### src/rtl/sm5_pkg.sv
// SM5xx timebase shared types and defaults.
// Halt states, variant defaults and the wake vector used by the core.
package sm5_pkg;

  typedef enum logic [1:0] {
    RUN  = 2'd0,
    HALT = 2'd1,
    WAKE = 2'd2
  } halt_state_t;

  localparam int SM5_DIV_WIDTH   = 15;
  localparam int SM5_NUM_COMMONS = 4;
  localparam int SM5_STROBE_TAP  = 10;
  localparam int SM5_F1_TAP      = 14;
  localparam int SM5_F4_TAP      = 11;

  // PC loaded by the core on wake_pulse (page 1, 0, step 00)
  localparam logic [11:0] SM5_WAKE_PC = 12'b01_0000_000000;

endpackage

### src/rtl/sm5_common_strobe.sv
// LCD common strobe: rising-edge detect on a divider tap and a
// one-hot rotator that walks the active common line.
module sm5_common_strobe
  import sm5_pkg::*;
#(
  parameter int NUM_COMMONS = SM5_NUM_COMMONS
) (
  input  logic                   clk,
  input  logic                   reset_n,
  input  logic                   clk_en,
  input  logic                   tap,
  output logic [NUM_COMMONS-1:0] lcd_h,
  output logic                   lcd_frame
);

  logic prev_tap;
  logic tap_rise;
  logic [NUM_COMMONS-1:0] h_rot;

  assign tap_rise = tap & ~prev_tap;

  // Shift form of a rotate; degenerates to a hold when NUM_COMMONS is 1
  assign h_rot = (lcd_h << 1) | (lcd_h >> (NUM_COMMONS - 1));

  always_ff @(posedge clk or negedge reset_n) begin
    if (!reset_n) begin
      prev_tap  <= 1'b0;
      lcd_h     <= NUM_COMMONS'(1);
      lcd_frame <= 1'b0;
    end else if (clk_en) begin
      prev_tap  <= tap;
      lcd_frame <= tap_rise & lcd_h[NUM_COMMONS-1];
      if (tap_rise) begin
        lcd_h <= h_rot;
      end
    end
  end

endmodule

### src/rtl/sm5_timebase.sv
// SM5xx timebase: free-running divider, 1 s gamma latch, F1/F4 taps,
// LCD common strobe and the CEND halt/wake sequencer.
module sm5_timebase
  import sm5_pkg::*;
#(
  parameter int DIV_WIDTH   = SM5_DIV_WIDTH,
  parameter int NUM_COMMONS = SM5_NUM_COMMONS,
  parameter int STROBE_TAP  = SM5_STROBE_TAP,
  parameter int F1_TAP      = SM5_F1_TAP,
  parameter int F4_TAP      = SM5_F4_TAP,
  parameter bit WAKE_ON_K   = 1'b1
) (
  input  logic                   clk,
  input  logic                   reset_n,
  input  logic                   clk_en,
  input  logic                   div_reset,
  input  logic                   gamma_clear,
  input  logic                   halt_req,
  input  logic [3:0]             input_k,
  output logic [DIV_WIDTH-1:0]   divider,
  output logic                   gamma,
  output logic                   f1,
  output logic                   f4,
  output logic                   tick_1s,
  output logic [NUM_COMMONS-1:0] lcd_h,
  output logic                   lcd_frame,
  output logic                   halted,
  output logic                   wake_pulse
);

  logic [3:0]  k_m;
  logic [3:0]  k_s;
  logic        wake_src;
  logic        strobe_tap;
  halt_state_t state;

  // K pins are asynchronous; synchronise on every clk, not just enables
  always_ff @(posedge clk or negedge reset_n) begin
    if (!reset_n) begin
      k_m <= 4'd0;
      k_s <= 4'd0;
    end else begin
      k_m <= input_k;
      k_s <= k_m;
    end
  end

  always_ff @(posedge clk or negedge reset_n) begin
    if (!reset_n) begin
      divider <= '0;
      tick_1s <= 1'b0;
      gamma   <= 1'b0;
    end else if (clk_en) begin
      divider <= div_reset ? '0 : divider + 1'b1;
      tick_1s <= ~div_reset & (&divider);
      gamma   <= tick_1s | (gamma & ~gamma_clear);
    end
  end

  assign f1 = divider[F1_TAP];
  assign f4 = divider[F4_TAP];

  // A divider clear forces the tap low so it can never fake an edge
  assign strobe_tap = divider[STROBE_TAP] & ~div_reset;

  sm5_common_strobe #(
    .NUM_COMMONS(NUM_COMMONS)
  ) u_strobe (
    .clk      (clk),
    .reset_n  (reset_n),
    .clk_en   (clk_en),
    .tap      (strobe_tap),
    .lcd_h    (lcd_h),
    .lcd_frame(lcd_frame)
  );

  assign wake_src = tick_1s | (WAKE_ON_K & (|k_s));

  always_ff @(posedge clk or negedge reset_n) begin
    if (!reset_n) begin
      state      <= RUN;
      halted     <= 1'b0;
      wake_pulse <= 1'b0;
    end else if (clk_en) begin
      unique case (state)
        RUN: begin
          wake_pulse <= 1'b0;
          if (halt_req) begin
            state  <= HALT;
            halted <= 1'b1;
          end else begin
            halted <= 1'b0;
          end
        end
        HALT: begin
          halted <= 1'b1;
          if (wake_src) begin
            state      <= WAKE;
            wake_pulse <= 1'b1;
          end else begin
            wake_pulse <= 1'b0;
          end
        end
        WAKE: begin
          state      <= RUN;
          halted     <= 1'b0;
          wake_pulse <= 1'b0;
        end
        default: begin
          state      <= RUN;
          halted     <= 1'b0;
          wake_pulse <= 1'b0;
        end
      endcase
    end
  end

endmodule

### config.mk
export PLATFORM = sky130hd
export DESIGN_NAME = sm5_timebase
export DESIGN_NICKNAME = d
export VERILOG_FILES = /design/src/rtl/sm5_pkg.sv /design/src/rtl/sm5_common_strobe.sv /design/src/rtl/sm5_timebase.sv
export SDC_FILE = /design/constraint.sdc
export NUM_CORES = 1
export LEC_CHECK = 0
export ABC_CLOCK_PERIOD_IN_PS = 1700
export CAP_MARGIN = 40
export CORE_UTILIZATION = 49
export DETAILED_ROUTE_END_ITERATION = 10
export MAX_ROUTING_LAYER = met4
export PLACE_DENSITY = 0.79
export SLEW_MARGIN = 10
export SYNTH_ARGS = -nofsm -noshare
export SYNTH_HDL_FRONTEND = slang
export SYNTH_SLANG_ARGS = --single-unit
### constraint.sdc
create_clock -name clk -period 1.7 [get_ports clk]
set_input_delay 0.255 -clock clk [delete_from_list [all_inputs] [get_ports clk]]
set_output_delay 0.255 -clock clk [all_outputs]
set_load 0.1 [all_outputs]
==> parameters.txt, run 1 <==
Parameter                              Value

Drt
  DRT iter0 DRCs ... 50
  Vias per std cell ... just under 6
  Residual DRC count ... 2
  First drt pass iteration count ... 7
  Wirelength per Cell ... 15.1 um
  Number of vias after detailed routing ... 1,187
  Post-DRT Antenna Nets ... 0
  Total Wirelength ... 3.08 mm

Pwr
  Leakage power of the design ... around 1 nW
  VDD IR max ... between 0.8 and 0.9 mV
  Power per Cell Area ... 793 mW/mm^2

Timing
  Setup TNS ... 0 ns
  Final Max Tran Viols ... 0
  Fin crit period ... between 1.5 and 2 ns
  Ratio of final minimum period to clock period ... 92.8%
  Clock Skews ... around 0.011 ns
  F_max ... 0.634 GHz
  Max-slew headroom at the worst pin ... 70.6%
  Setup Viol. Count Final ... 0
  Hold Violations, Final ... 0
  RSZ-0062 raised after global routing ... false
  Pin slew with the least headroom to its limit ... 0.441 ns

Floorplan
  Initial Utilization ... a little over half
  Core Rows ... 19
  Boundary pin count ... 36
  Die height ... 58.0 um
  Die Outline Area ... roughly 0.0034 sq mm
  Horizontal die dimension ... 58.0 um
  Area inside the core boundary ... 0.00285 sq mm

Cells and area
  Most common library cell in the layout ignoring fill and taps ... sky130_fd_sc_hd__buf_12
  Signed area change from the synthesized netlist to the final layout ... 49.6%
  Leading cell types in the layout, fill and taps excluded ... 26 x sky130_fd_sc_hd__buf_12, 20 x sky130_fd_sc_hd__dfrtp_1, 11 x sky130_fd_sc_hd__nand2_1, 11 x sky130_fd_sc_hd__dfrtp_2, 9 x sky130_fd_sc_hd__clkdlybuf4s50_1
  Filler Cells Inserted ... 169
  Net count, final ... 183
  Non-filler instance count after layout ... 204
  Proportion of layout cells with a drive suffix above 1 ... 39.3%
  Antenna diode count ... 0

Worst setup path
  Max incr delay on CP ... 0.51 ns
  Launching element type of the critical path ... flop
  WP data required ... around 2.0 ns
  Biggest fanout along the worst timing path ... 6
  Cell chain of the critical path ... ha_4 > nand4_4 > or4_1 > a21oi_1
  Arrival time reported for the critical path endpoint ... between 1.5 and 2 ns
  Type of destination of the critical path ... flop
  Critical path start-end classification ... reg -> reg
  Crit path max-delay cell type ... sky130_fd_sc_hd__dfrtp_4

Min path
  Class of the tightest hold or removal check ... in -> async

Outcome
  Failing checks ... DRC
  Status ... complete, but fails checks

GRT
  Pin count of the biggest net entering global routing ... 36
  Total track usage ... between 20% and 30%
  Via count of the first global-routing pass ... 1,162
  First-pass GRT wire length ... about 5.3 mm
  Remaining global-route overflow ... 0
  Initial antenna violation count ... 0

Synth
  Synthesized area divided by synthesized cell count ... 11.9 sq um
  Syn. warnings ... 0
  Syn Inst Count ... 129
  Net count after synthesis ... 140
  Count of cell types in the netlist ... 34
  Cell area after synthesis ... 0.00153 sq mm
  Count of state elements after synthesis ... 35
  Cell type with the highest aggregate area in the netlist ... sky130_fd_sc_hd__dfrtp_1
  Main area contributors after synthesis ... sky130_fd_sc_hd__dfrtp_1 55%, sky130_fd_sc_hd__o31ai_1 2.9%, sky130_fd_sc_hd__nand4_4 2.8%
  Register area share after synthesis ... roughly 57%
  Synth top area share ... 55.5%

Clock tree
  Number of H-tree levels ... 2
  Root Buffer Master ... sky130_fd_sc_hd__clkbuf_4
  Number of buffers created by CTS ... 5
  Maximum root-to-sink buffer count ... 2
  Clock sink count ... 35
  PostCTS Resize Cnt ... 0
  Clock transition at the registers of the reported paths ... 0.12 ns
  Hold-fix buffers at CTS ... 0
  CTS tree ... done
  Insertion delay to the later sink of the worst-skew pair ... about 0.35 ns
  Setup repair bufs after CTS ... 0

Placement
  Final weighted congestion of routability-driven global placement ... 0.791
  Number of port buffers ... 35
  Number of cells in the design after placement ... 196
  Post-DP HPWL ... 2.25 mm

Run
  Max-cap violation count ... 0
[synth_stat cells, drive strengths merged]
master and n:
a21o 1, a21oi 8, a22o 3, a31o 2, a32o 1, and4bb 1
buf 5, clkbuf 1, clkinv 1, dfrtp 34, dfstp 1, ha 1
inv 6, mux2 3, mux2i 3, nand2 11, nand2b 2, nand3 2
nand3b 1, nand4 7, nor2 4, nor2b 2, nor3 1, nor4 2
o2111ai 1, o21ai 8, o31ai 6, or3 4, or4 5, xor2 2
[metrics by stage]
step                area, sq um  setup slack, ns  hold slack, ns  total power (W)  utilization [%]
finish                     2290            0.122           0.306          0.00182             80.4
global placement           2220          -0.0567           0.331          0.00136             78.0
global route               2290           0.0721           0.304          0.00190             80.4
detailed placement         2220          -0.0999           0.338          0.00137             78.0
CTS                        2290           0.0339           0.313          0.00184             80.1
floorplan                  1570          0.00341         -0.0406          0.00120                -
[state kept, by name, summed over array words and instances, names as in the netlist]
register / count
wake_pulse: 1
u_strobe.prev_tap: 1
u_strobe.lcd_frame: 1
k_m: 4
state: 2
u_strobe.lcd_h: 4
tick_1s: 1
halted: 1
divider: 15
k_s: 4
gamma: 1
[cells by family (layout without fill, tap and decap cells)]
| logic type | after synthesis | count (layout) | synth area share (%) |
|---|---|---|---|
| multiplexers | 6 | 6 | 4.16 |
| adder cells (fa/ha/maj) | 1 | 1 | 0.816 |
| AO/OA/AOI/OAI | 30 | 30 | 12.7 |
| AND/OR/NAND/NOR | 42 | 42 | 19.1 |
| flip-flops | 35 | 35 | 57.2 |
| XOR/XNOR | 2 | 2 | 1.14 |
| buffers and inverters | 13 | 57 | 4.89 |
[worst paths after layout]
check,start,endpoint,slack (ns),cells after the start
setup / recovery,divider[0],divider[10],0.12,4
hold / removal,reset_n,halted,0.31,2
setup reg to reg,divider[0],divider[10],0.12,4
hold reg to reg,k_m[3],k_s[3],0.36,0
max in group asynchronous,reset_n,u_strobe.lcd_h[0],1.03,2
min in group clk,input_k[0],k_m[0],0.34,1
[power by group]
group	internal, W	switching [W]	total [W]
sequential	0.000883	0.0000670	0.000950
combinational	0.000155	0.000247	0.000403
clock	0.000165	0.000301	0.000466
total	0.00120	0.000616	0.00182
[per-layer routing]
| metal | vias up | routed length, um | global-route usage, % |
|---|---|---|---|
| met3 | 5 | 193 | 7.14 |
| met5 | - | 0 | - |
| met2 | 39 | 1490 | 33.2 |
| met4 | 0 | 48 | 8.16 |
| li1 | 564 | - | - |
| met1 | 579 | 1340 | 27.7 |
[cell type report]
class | instances | area (sq um) | share of cell area (%)
multi-input cells | 81 | 603 | 26.3
clock buffers | 5 | 37.5 | 1.64
inverters | 7 | 26.3 | 1.15
well taps | 31 | 38.8 | 1.69
flip-flops and latches | 35 | 902 | 39.3
repair buffers | 42 | 663 | 28.9
clock inverters | 3 | 23.8 | 1.04
[critical path, delay by kind of cell, from the launching register on]
family | cells | cell delay (ns)
AO/OA/AOI/OAI | 1 | 0.16
adder cells (fa/ha/maj) | 1 | 0.18
AND/OR/NAND/NOR | 2 | 0.65
flip-flops | 1 | 0.51
Power figures use the tool's default switching activity.
==> run 2, diff against run 1 <==
--- a/config.mk
+++ b/config.mk
@@ -9,8 +9,9 @@
 export CAP_MARGIN = 40
 export CORE_UTILIZATION = 49
 export DETAILED_ROUTE_END_ITERATION = 10
+export HOLD_SLACK_MARGIN = 0.1
 export MAX_ROUTING_LAYER = met4
-export PLACE_DENSITY = 0.79
+export PLACE_DENSITY_LB_ADDON = 0.08
 export SLEW_MARGIN = 10
 export SYNTH_ARGS = -nofsm -noshare
 export SYNTH_HDL_FRONTEND = slang
==> parameters.txt, run 2 (synthesized netlist as in run 1, its figures left out) <==
Parameter                              Value

Drt
  Wirelength per Cell ... 16.6 um (+9.8%)
  Total Wirelength ... 3.46 mm (+13%)
  First drt pass iteration count ... 7 (unchanged)
  DRT iter0 DRCs ... 37 (-26%)
  Vias per std cell ... 5.87 (+0.90%)
  Residual DRC count ... 4 (+2)
  Post-DRT Antenna Nets ... 0 (unchanged)
  Number of vias after detailed routing ... 1,227 (+3.4%)

Placement
  Final weighted congestion of routability-driven global placement ... 0.848 (+7.2%)
  Number of cells in the design after placement ... 201 (+2.6%)
  Post-DP HPWL ... 2.49 mm (+10%)
  Pre-CTS setup slack ... -0.0976 ns (+0.00230 ns)
  Number of port buffers ... 35 (unchanged)

Pwr
  Power per Cell Area ... 853 mW/mm^2 (+7.6%)
  Clock group share of total power ... 31.9% (+6.3 points)
  Power spent charging and discharging nets ... 0.000643 W (+4.5%)
  Net switching share of the total power ... 32.1% (-1.7 points)
  Sequential Power Share ... 47.4% (-4.8 points)
  Share of power burned in combinational logic ... 20.7% (-1.4 points)
  VDD IR max ... 0.658 mV (-25%)
  Cell-internal power ... 0.00136 W (+13%)
  Leakage power of the design ... 1.01 nW (+3.6%)

GRT
  GRT busiest layer ... met2
  GR Layer Usage met3 ... 4.69% (-2.5 points)
  Initial antenna violation count ... 0 (unchanged)
  Met1 usage in global routing ... 29.5% (+1.8 points)
  First-pass GRT wire length ... 5.78 mm (+9.1%)
  Routing usage on met2 ... 38.6% (+5.4 points)
  Total track usage ... 24.3% (+2.3 points)
  Pin count of the biggest net entering global routing ... 36 (unchanged)
  Via count of the first global-routing pass ... 1,248 (+7.4%)
  Remaining global-route overflow ... 0 (unchanged)

Worst setup path
  Origin of the worst setup path ... divider[0]
  Reg2Reg Setup Slack ... 0.11 ns (-0.02 ns)
  R2R Path End ... divider[10]
  Launching element type of the critical path ... flop
  Number of cells on the worst reg-to-reg path ... 4 (unchanged)
  Type of destination of the critical path ... flop
  WP data required ... 1.98 ns (about the same)
  Arrival time reported for the critical path endpoint ... 1.88 ns (+0.03 ns)
  Critical path start-end classification ... reg -> reg
  Critical R2R Launch ... divider[0]
  Biggest fanout along the worst timing path ... 5 (-1)

Timing
  Max-slew headroom at the worst pin ... 71.4% (+0.82 points)
  Setup Viol. Count Final ... 0 (unchanged)
  Hold WS ... 0.288 ns (-0.0178 ns)
  F_max ... 0.627 GHz (-1.0%)
  Final Max Tran Viols ... 0 (unchanged)
  Setup TNS ... 0 ns (unchanged)
  Pin slew with the least headroom to its limit ... 0.429 ns (-0.0123 ns)
  Hold Violations, Final ... 0 (unchanged)
  Fin crit period ... 1.59 ns (+0.0162 ns)
  RSZ-0062 raised after global routing ... false
  Clock Skews ... 0.0118 ns (+0.000596 ns)
  Final worst-path setup slack ... 0.105 ns (-0.0162 ns)
  Ratio of final minimum period to clock period ... 93.8% (+0.95 points)

Cells and area
  Antenna diode count ... 0 (unchanged)
  Net count, final ... 188 (+2.7%)
  Signed area change from the synthesized netlist to the final layout ... 53.0%
  Filler Cells Inserted ... 166 (-1.8%)
  Core Util, Final ... 82.3% (+1.8 points)
  Leading cell types in the layout, fill and taps excluded ... 26 x sky130_fd_sc_hd__buf_12, 20 x sky130_fd_sc_hd__dfrtp_1, 12 x sky130_fd_sc_hd__buf_4
  Most common library cell in the layout ignoring fill and taps ... sky130_fd_sc_hd__buf_12
  Proportion of layout cells with a drive suffix above 1 ... 41.0% (+1.7 points)
  Non-filler instance count after layout ... 209 (+2.5%)
  Reg with most FFs ... divider
  Largest register FFs ... 15 (unchanged)

Clock tree
  Root Buffer Master ... sky130_fd_sc_hd__clkbuf_4
  CTS tree ... done
  Number of H-tree levels ... 2 (unchanged)
  Insertion delay to the later sink of the worst-skew pair ... 0.36 ns (about the same)
  Setup repair bufs after CTS ... 0 (unchanged)
  Maximum root-to-sink buffer count ... 2 (unchanged)
  PostCTS Resize Cnt ... 0 (unchanged)
  Clock sink count ... 35 (unchanged)
  Clock transition at the registers of the reported paths ... 0.12 ns (about the same)
  Hold-fix buffers at CTS ... 0 (unchanged)
  Number of buffers created by CTS ... 5 (unchanged)

Floorplan
  Die Outline Area ... 0.00336 sq mm (unchanged)
  Core Rows ... 19 (unchanged)
  Initial Utilization ... 53.8% (unchanged)
  Area inside the core boundary ... 0.00285 sq mm (unchanged)
  Horizontal die dimension ... 58.0 um (unchanged)
  Die height ... 58.0 um (unchanged)
  Boundary pin count ... 36 (unchanged)

Min path
  Class of the tightest hold or removal check ... in -> async

Run
  Max-cap violation count ... 0 (unchanged)

Outcome
  Status ... complete, but fails checks
  Failing checks ... DRC
[run 2: cell types whose count changed in the layout (fill, tap and decap cells not counted), sizes merged]
cell | before | now
buf | 33 | 38
clkinv | 1 | 2
bufinv | 0 | 1
clkinvlp | 2 | 0
[run 2: layout make-up]
| type | instances | area [sq um] | share of cell area, % |
|---|---|---|---|
| clock buffer | 5 | 37.5 | 1.60 |
| sequential | 35 | 902 | 38.4 |
| inverter | 7 | 26.3 | 1.12 |
| clock inverter | 3 | 47.5 | 2.03 |
| tap | 31 | 38.8 | 1.65 |
| multi-input combinational | 81 | 594 | 25.3 |
| timing repair buffer | 47 | 701 | 29.9 |
[run 2: worst max path at each step]
stage	endpoint	slack [ns]	cells past startpoint
global route	divider[10]	0.05	4
finish	divider[10]	0.11	4
detailed placement	divider[7]	-0.1	7
floorplan	divider[10]	0.003	4
CTS	divider[10]	0.11	4
global placement	divider[9]	-0.03	5
[run 2: power groups by stage]
| stage | registers (W) | logic, W | clock network [W] |
|---|---|---|---|
| detailed placement | 0.000964 | 0.000416 | 0 |
| CTS | 0.000947 | 0.000417 | 0.000639 |
| global route | 0.000955 | 0.000433 | 0.000668 |
| finish | 0.000949 | 0.000415 | 0.000638 |
| floorplan | 0.00110 | 0.0000976 | 0 |
| global placement | 0.000959 | 0.000404 | 0 |
[run 2: through the flow]
stage               area (sq um)  total power [W]
finish                      2350          0.00200
global route                2350          0.00206
CTS                         2350          0.00200
detailed placement          2260          0.00138
global placement            2260          0.00136
floorplan                   1570          0.00120
[run 2: critical path: stages, from the launching register on]
cell and delay [ns]:
sky130_fd_sc_hd__dfrtp_4 0.51, sky130_fd_sc_hd__ha_4 0.19, sky130_fd_sc_hd__nand4_4 0.14, sky130_fd_sc_hd__or4_1 0.51, sky130_fd_sc_hd__a21oi_1 0.17
[run 2: per-layer routing]
metal  up-vias  routed length [um]
met1       610                1470
met4         0                 112
li1        569                   -
met5         -                   0
met3        12                 129
met2        36                1760
==> run 3, diff against run 2 <==
--- a/config.mk
+++ b/config.mk
@@ -12,6 +12,7 @@
 export HOLD_SLACK_MARGIN = 0.1
 export MAX_ROUTING_LAYER = met4
 export PLACE_DENSITY_LB_ADDON = 0.08
+export RECOVER_POWER = 100
 export SLEW_MARGIN = 10
 export SYNTH_ARGS = -nofsm -noshare
 export SYNTH_HDL_FRONTEND = slang
==> parameters.txt, run 3 (synthesized netlist as in run 1, its figures left out) <==
Parameter                              Value

Timing
  Pin slew with the least headroom to its limit ... 0.860 ns (+0.431 ns)
  F_max ... 0.638 GHz (+1.7%)
  Hold WS ... 0.356 ns (+0.0672 ns)
  RSZ-0062 raised after global routing ... false
  Setup TNS ... 0 ns (unchanged)
  Hold Violations, Final ... 0 (unchanged)
  Fin crit period ... 1.57 ns (-0.0260 ns)
  Ratio of final minimum period to clock period ... 92.3% (-1.5 points)
  Clock Skews ... 0.0166 ns (+0.00481 ns)
  Setup Viol. Count Final ... 0 (unchanged)
  Max-slew headroom at the worst pin ... 42.7% (-29 points)
  Final Max Tran Viols ... 0 (unchanged)

GRT
  Remaining global-route overflow ... 0 (unchanged)
  Initial antenna violation count ... 0 (unchanged)
  Total track usage ... 24.3% (unchanged)
  First-pass GRT wire length ... 5.78 mm (unchanged)
  Via count of the first global-routing pass ... 1,248 (unchanged)
  Pin count of the biggest net entering global routing ... 36 (unchanged)

Cells and area
  Core Util, Final ... 73.2% (-9.0 points)
  Reg with most FFs ... divider
  Antenna diode count ... 0 (unchanged)
  Leading cell types in the layout, fill and taps excluded ... 28 x sky130_fd_sc_hd__dfrtp_1, 11 x sky130_fd_sc_hd__nand2_1, 11 x sky130_fd_sc_hd__buf_12
  Net count, final ... 188 (unchanged)
  Proportion of layout cells with a drive suffix above 1 ... 32.6% (-8.4 points)
  Largest register FFs ... 15 (unchanged)
  Signed area change from the synthesized netlist to the final layout ... 36.2%
  Most common library cell in the layout ignoring fill and taps ... sky130_fd_sc_hd__dfrtp_1

Floorplan
  Core Rows ... 19 (unchanged)
  Die Outline Area ... 0.00336 sq mm (unchanged)
  Horizontal die dimension ... 58.0 um (unchanged)
  Die height ... 58.0 um (unchanged)
  Boundary pin count ... 36 (unchanged)
  Area inside the core boundary ... 0.00285 sq mm (unchanged)
  Initial Utilization ... 53.8% (unchanged)

Outcome
  Failing checks ... DRC
  Status ... complete, but fails checks

Drt
  Residual DRC count ... 4 (unchanged)
  Vias per std cell ... 5.89 (+0.33%)
  Number of vias after detailed routing ... 1,231 (+0.33%)
  First drt pass iteration count ... 7 (unchanged)
  Total Wirelength ... 3.50 mm (+1.0%)
  DRT iter0 DRCs ... 43 (+16%)
  Post-DRT Antenna Nets ... 0 (unchanged)
  Wirelength per Cell ... 16.7 um (+1.0%)

Run
  Max-cap violation count ... 0 (unchanged)

Pwr
  Leakage power of the design ... 0.937 nW (-6.9%)
  Power per Cell Area ... 925 mW/mm^2 (+8.5%)
  Total design power ... 0.00193 W (-3.4%)
  VDD IR max ... 0.652 mV (-0.94%)

Worst setup path
  WP data required ... 1.98 ns (about the same)
  Launching element type of the critical path ... flop
  Biggest fanout along the worst timing path ... 5 (unchanged)
  Type of destination of the critical path ... flop
  Critical R2R Launch ... divider[0]
  Critical path start-end classification ... reg -> reg
  R2R Path End ... divider[10]
  Number of cells on the worst reg-to-reg path ... 4 (unchanged)
  Arrival time reported for the critical path endpoint ... 1.85 ns (-0.03 ns)
  Reg2Reg Setup Slack ... 0.13 ns (+0.03 ns)

Placement
  Final weighted congestion of routability-driven global placement ... 0.848 (unchanged)
  Number of port buffers ... 35 (unchanged)
  Post-DP HPWL ... 2.49 mm (unchanged)

Min path
  Hold path depth ... 0
  Startpoint of the tightest hold check path ... k_m[2]
  End point of the most critical hold path ... k_s[2]
  Class of the tightest hold or removal check ... reg -> reg

Clock tree
  Number of buffers created by CTS ... 5 (unchanged)
  PostCTS Resize Cnt ... 0 (unchanged)
  Hold-fix buffers at CTS ... 0 (unchanged)
  Root Buffer Master ... sky130_fd_sc_hd__clkbuf_4
  Insertion delay to the later sink of the worst-skew pair ... 0.36 ns (about the same)
  Number of H-tree levels ... 2 (unchanged)
  Clock sink count ... 35 (unchanged)
  Setup repair bufs after CTS ... 0 (unchanged)
  CTS tree ... done
  Maximum root-to-sink buffer count ... 2 (unchanged)
  Clock transition at the registers of the reported paths ... 0.13 ns (about the same)
==> run 3: cell count changes in the layout (fill, tap and decap cells not counted), sizes merged <==
cell	previous run	this run
clkdlybuf4s50	9	3
dlygate4sd3	0	6
clkbuf	5	24
buf	38	19
==> run 3: where the power goes <==
| group | leakage, nW | switching (W) | internal (W) |
|---|---|---|---|
| registers | 0.449 | 0.0000564 | 0.000878 |
| logic | 0.443 | 0.000257 | 0.000104 |
| clock network | 0.0458 | 0.000321 | 0.000317 |
==> run 3: final cells by class <==
| class | instances | area, sq um |
|---|---|---|
| timing repair buffer | 47 | 464 |
| clock inverter | 3 | 47.5 |
| clock buffer | 5 | 37.5 |
| multi-input combinational | 81 | 586 |
| fill | 208 | 763 |
| sequential | 35 | 890 |
| inverter | 7 | 26.3 |
| tap | 31 | 38.8 |
==> run 3: worst max path at each step <==
| stage | from | end | slack, ns | depth (start not counted) |
|---|---|---|---|---|
| 2_1_floorplan | divider[0] | divider[10] | 0.003 | 4 |
| 3_3_place_gp | clk_en | divider[9] | -0.03 | 5 |
| 3_5_place_dp | clk_en | divider[7] | -0.1 | 7 |
| 4_1_cts | divider[0] | divider[10] | 0.11 | 4 |
| 5_1_grt | divider[6] | divider[13] | 0.06 | 4 |
| 6_report | divider[0] | divider[10] | 0.13 | 4 |
==> run 3: per-stage QoR <==
stage / instance area (sq um) / std cells / setup WS [ns]
floorplan: 1570 / 129 / 0.00341
global placement: 2260 / 201 / -0.0324
detailed placement: 2260 / 201 / -0.0976
CTS: 2350 / 209 / 0.110
global route: 2090 / 209 / 0.0630
finish: 2090 / 209 / 0.131
==> run 3: worst max-delay path, stage by stage (launching register included) <==
cell and delay (ns):
sky130_fd_sc_hd__dfrtp_4 0.50, sky130_fd_sc_hd__ha_4 0.18, sky130_fd_sc_hd__nand4_4 0.12, sky130_fd_sc_hd__or4_1 0.52
sky130_fd_sc_hd__a21oi_1 0.17
==> run 3: routing by layer <==
| layer | wire length, um | track usage (%) | vias up |
|---|---|---|---|
| met4 | 94 | 12.6 | 0 |
| met1 | 1490 | 29.5 | 609 |
| li1 | - | - | 571 |
| met5 | 0 | - | - |
| met2 | 1730 | 38.6 | 40 |
| met3 | 186 | 4.69 | 11 |
